## src/rtl/rr_arbiter_pkg.sv

```systemverilog
// Shared sizing and one-hot/index helpers for the round-robin arbiter.
// Helpers work on MAX_W-wide vectors; callers size-cast to their own width.
package rr_arbiter_pkg;

  localparam int MAX_W = 6;
  localparam int MAX_N = 1 << MAX_W;

  function automatic int num_req(input int w);
    return 1 << w;
  endfunction

  function automatic logic [MAX_W-1:0] onehot_to_index(input logic [MAX_N-1:0] onehot);
    logic [MAX_W-1:0] idx;
    idx = '0;
    for (int i = 0; i < MAX_N; i++) begin
      if (onehot[i]) idx |= MAX_W'(i);
    end
    return idx;
  endfunction

  function automatic logic [MAX_N-1:0] index_to_onehot(input logic [MAX_W-1:0] idx);
    return MAX_N'(1) << idx;
  endfunction

endpackage

```

## src/rtl/rr_arbiter_if.sv

```systemverilog
// Request/grant bundle between shared-resource clients and the arbiter.
interface rr_arbiter_if
  import rr_arbiter_pkg::*;
#(
  parameter int W = 2
);
  localparam int N = num_req(W);

  logic [N-1:0] req;
  logic [N-1:0] gnt;

  modport master (output req, input gnt);
  modport slave  (input req, output gnt);
endinterface

```

## src/rtl/rr_prio_enc.sv

```systemverilog
// Fixed-priority find-first-set: lowest set bit of vec wins.
module rr_prio_enc
  import rr_arbiter_pkg::*;
#(
  parameter int W = 2
) (
  input  logic [(1<<W)-1:0] vec,
  output logic              valid,
  output logic [W-1:0]      idx
);
  localparam int N = num_req(W);

  logic [N-1:0] lowest;

  // Two's-complement trick isolates the lowest set bit as a one-hot.
  assign lowest = vec & (~vec + N'(1));
  assign valid  = |vec;
  assign idx    = W'(onehot_to_index(MAX_N'(lowest)));

endmodule

```

## src/rtl/rr_arbiter.sv

```systemverilog
// Round-robin arbiter for 2**W requesters with a registered one-hot grant.
module rr_arbiter
  import rr_arbiter_pkg::*;
#(
  parameter int W = 2
) (
  input  logic         clock,
  input  logic         reset,
  rr_arbiter_if.slave  bus
);
  localparam int N = num_req(W);

  logic [N-1:0] gnt_q;
  logic [N-1:0] req_rot;
  logic [W-1:0] ptr;
  logic [W-1:0] base;
  logic [W-1:0] rot_idx;
  logic [W-1:0] winner;
  logic         found;

  // Rotated bit 0 is requester ptr+1, so the fixed-priority search starts there.
  assign base = ptr + W'(1);

  always_comb begin
    // NOTE: default assignment first so no path can leave req_rot unassigned and infer a latch.
    req_rot = '0;
    for (int i = 0; i < N; i++) begin
      req_rot[i] = bus.req[W'(i) + base];
    end
  end

  rr_prio_enc #(.W(W)) u_prio_enc (
    .vec   (req_rot),
    .valid (found),
    .idx   (rot_idx)
  );

  assign winner = rot_idx + base;

  // ptr holds its value while idle so fairness history survives gaps in traffic.
  always_ff @(posedge clock or negedge reset) begin
    if (!reset) begin
      // NOTE: non-blocking assignments so every register updates from pre-edge values.
      gnt_q <= '0;
      ptr   <= '1;
    end else if (found) begin
      gnt_q <= N'(index_to_onehot(MAX_W'(winner)));
      ptr   <= winner;
    end else begin
      gnt_q <= '0;
    end
  end

  assign bus.gnt = gnt_q;

endmodule

```

## src/flat_wrapper.sv

```systemverilog
// flat-port wrapper written by rule: the top's interface ports become plain ports
module rr_arbiter_flat import rr_arbiter_pkg::*;
#(
  parameter int W = 2
)
  (clock, reset, bus_req, bus_gnt);
  rr_arbiter_if #(.W(W)) bus_i ();
  input  logic clock;
  input  logic reset;
  input wire logic [$bits(bus_i.req)-1:0] bus_req;
  output wire logic [$bits(bus_i.gnt)-1:0] bus_gnt;
  assign bus_i.req = bus_req;
  assign bus_gnt = bus_i.gnt;
  rr_arbiter #(.W(W)) u_core (.clock(clock), .reset(reset), .bus(bus_i));
endmodule
```

## config.mk

```make
export PLATFORM = sky130hd
export DESIGN_NAME = rr_arbiter_flat
export DESIGN_NICKNAME = d
export VERILOG_FILES = /design/src/rtl/rr_arbiter_pkg.sv /design/src/rtl/rr_arbiter_if.sv /design/src/rtl/rr_prio_enc.sv /design/src/rtl/rr_arbiter.sv /design/src/flat_wrapper.sv
export SDC_FILE = /design/constraint.sdc
export NUM_CORES = 1
export LEC_CHECK = 0
export BUFFER_PORTS_ARGS = -buffer_cell sky130_fd_sc_hd__buf_2
export CAP_MARGIN = 20
export CORE_MARGIN = 1
export CORE_UTILIZATION = 25
export CTS_CLUSTER_DIAMETER = 150
export DETAILED_ROUTE_END_ITERATION = 10
export PLACE_DENSITY = 0.53
export SKIP_CTS_REPAIR_TIMING = 1
export SYNTH_ARGS = -nofsm -noshare
export SYNTH_HDL_FRONTEND = slang
export SYNTH_HIERARCHICAL = 1
export SYNTH_SLANG_ARGS = --single-unit
```

## constraint.sdc

```tcl
create_clock -name clock -period 4.9 [get_ports clock]
set_input_delay 1.47 -clock clock [delete_from_list [all_inputs] [get_ports clock]]
set_output_delay 1.47 -clock clock [all_outputs]
set_load 0.05 [all_outputs]
```

==> reports/qor.csv <==
stage;metric;value;unit
synthesis;synth.distinct_cells;18;
clock_tree;path_clk_slew;0.04;ns
clock_tree;clock_latency;0.24;ns
synthesis;netlist_area;427;um^2
run;maxCapViolCount;0;
die;die-area;0.00188;mm^2
synthesis;synthCells;33;
drt;wirelength;562;um
critical_path;critPathKind;in2reg;
cells_and_area;syn2layout_area_growth;16.7;%
sta;finalSetupViolations;0;
sta;rsz0062_at_grt;false;
clock_tree;cts_root_buf;clkbuf_4;
die;pin_count;10;
grt;groute.usage.overall;7.59;%
drt;route.detailed.drc;0;
synthesis;synth_common_cells;6 x nor2_1, 4 x dfrtp_1, 4 x mux4_1;
cells_and_area;instances_no_fill;59;
synthesis;synth_flop_cell;dfrtp_1;
synthesis;synth.largest_area_cell;mux4_1;
clock_tree;htree_num_levels;1;
grt;antenna_found_initial;0;
sta;setup-tns-final;0;ns
grt;overflow;0;
die;core;0.00154;mm^2
grt;grt_pass1_vias;280;
cells_and_area;drive_gt1_share;41.9;%
cells_and_area;fillers;161;
sta;clock_skew;0.00146;ns
synthesis;yosysMostFrequentCell;nor2_1;
synthesis;synthArstFlopShare;100;%
cells_and_area;insertedDiodeCount;0;
cells_and_area;multi_input_area;250;um^2
critical_path;crit_arrival;3.14;ns
grt;grt_pass1_wl;1060;um
die;rows;14;
clock_tree;cts_num_sinks;6;
synthesis;synth_edf_count;0;
drt;routedWlPerCell;9.53;um
drt;via_per_inst;4.58;
sta;maxSlewHeadroom;82.0;%
critical_path;crit_slowest_cell;mux4_1;
critical_path;cp_data_required_time;5.02;ns
die;dieWidth;43.3;um
clock_tree;cts_buffers;3;
die;die_h;43.3;um
cells_and_area;final_nets;52;
sta;min_period_over_period;61.8;%
synthesis;yosysSeqAreaShare;35.8;%
clock_tree;cts_tree;built;
synthesis;avgSynthCellArea;12.9;um^2
placement;io_buffers;9;
synthesis;yosys_warnings;6;
placement;gp_congestion;0.707;
critical_path;cp_cell_sequence;buf_2 -> mux4_1 -> nor3_1 -> xnor3_2 -> xnor2_1 -> nor2_1;
drt;firstDrtPassIters;2;
sta;drv_slew;0;
cells_and_area;seqCellArea;153;um^2
critical_path;max_stage_delay;0.56;ns
die;initial_core_util;27.7;%
synthesis;synth_seq_cells;6;
sta;tightest_slew;0.267;ns
critical_path;cp-end-kind;flip-flop;
status;outcome;complete, no violations;
synthesis;yosys-top-cells-area;mux4_1 25%, dfrtp_1 23%, dfstp_2 12%;
critical_path;cp_max_fo;4;
critical_path;worstSetupStartpointType;input pin;
sta;fmax;330;MHz
placement;dp_cells;56;
clock_tree;cts_buffer_depth;2;
min_path;hold_path_class;reg2reg;
synthesis;netlist.area_leader.share;24.6;%
drt;drtAntennaViolNets;0;
drt;vias;270;
synthesis;syn-num-nets;40;
sta;min_period;3.03;ns
sta;finalHoldViolCount;0;
grt;grt_max_degree;8;
drt;first_iter_violations;4;
layout make-up:
| cell class | count | share of cell area [%] |
|---|---|---|
| repair buffers | 9 | 9.05 |
| flip-flops and latches | 6 | 30.7 |
| clock buffers | 3 | 4.52 |
| inverters | 2 | 1.51 |
| multi-input cells | 23 | 50.3 |
| well taps | 16 | 4.02 |
cell usage in the layout, fill, tap and decap left out, drive strengths merged:
| cell | count |
|---|---|
| xor2 | 1 |
| nor3 | 1 |
| nand2b | 3 |
| ha | 1 |
| a21oi | 1 |
| mux4 | 4 |
| buf | 9 |
| o21ai | 1 |
| nor2 | 6 |
| xnor2 | 2 |
| clkbuf | 3 |
| inv | 2 |
| dfrtp | 4 |
| dfstp | 2 |
| xnor3 | 1 |
| nand2 | 2 |
logic make-up after synthesis:
group | count (synthesis) | share of synthesized area [%]
AOI/OAI and AO/OA | 2 | 3.23
xor gates and xnor gates | 4 | 13.5
adders and majority gates | 1 | 2.93
buffers and inverters | 4 | 5.57
DFF | 6 | 35.8
muxes | 4 | 24.6
and+or+nand+nor | 12 | 14.4
metrics by stage:
stage	utilization [%]	hold slack (ns)	instance area [um^2]	setup slack, ns
global route	32.3	0.575	498	1.76
detailed placement	30.8	0.562	475	1.63
floorplan	-	0.608	427	1.87
CTS	32.3	0.564	498	1.88
finish	32.3	0.561	498	1.87
global placement	30.8	0.558	475	1.63
sequential cells by signal, summed over array words and instances, names as in the netlist:
signal / count
u_core/bus.gnt: 4
u_core/ptr: 2
path summary, 6_finish.rpt:
kind                                                to  slack (ns)                       from  depth (start not counted)
hold / removal               u_core/ptr[1]$_DFFE_PN1P_        0.56  u_core/ptr[1]$_DFFE_PN1P_                          1
setup / recovery           u_core/bus.gnt[1]$_DFF_PN0_        1.87                 bus_req[2]                          6
setup reg to reg           u_core/bus.gnt[1]$_DFF_PN0_        2.54  u_core/ptr[1]$_DFFE_PN1P_                          7
max in group asynchronous    u_core/ptr[0]$_DFFE_PN1P_        3.64                      reset                          1
min in group asynchronous  u_core/bus.gnt[2]$_DFF_PN0_        1.05                      reset                          1
hold reg to reg              u_core/ptr[1]$_DFFE_PN1P_        0.56  u_core/ptr[1]$_DFFE_PN1P_                          1
metal layers:
metal | wire length (um) | vias up | GRT usage, %
met3 | 31 | 0 | 1.28
met5 | 0 | - | 0
li1 | - | 137 | -
met2 | 269 | 9 | 11.0
met4 | 0 | 0 | 5.45
met1 | 262 | 124 | 10.1
worst max-delay path: cells and delay by family:
kind	cells	cell delay, ns
buffers and inverters	1	0.11
and+or+nand+nor	2	0.36
xor gates and xnor gates	2	0.63
muxes	1	0.56
Power is left out: the tool's default activity adds up to more than one toggle a clock period on the data nets, which glitch-free logic cannot reach.
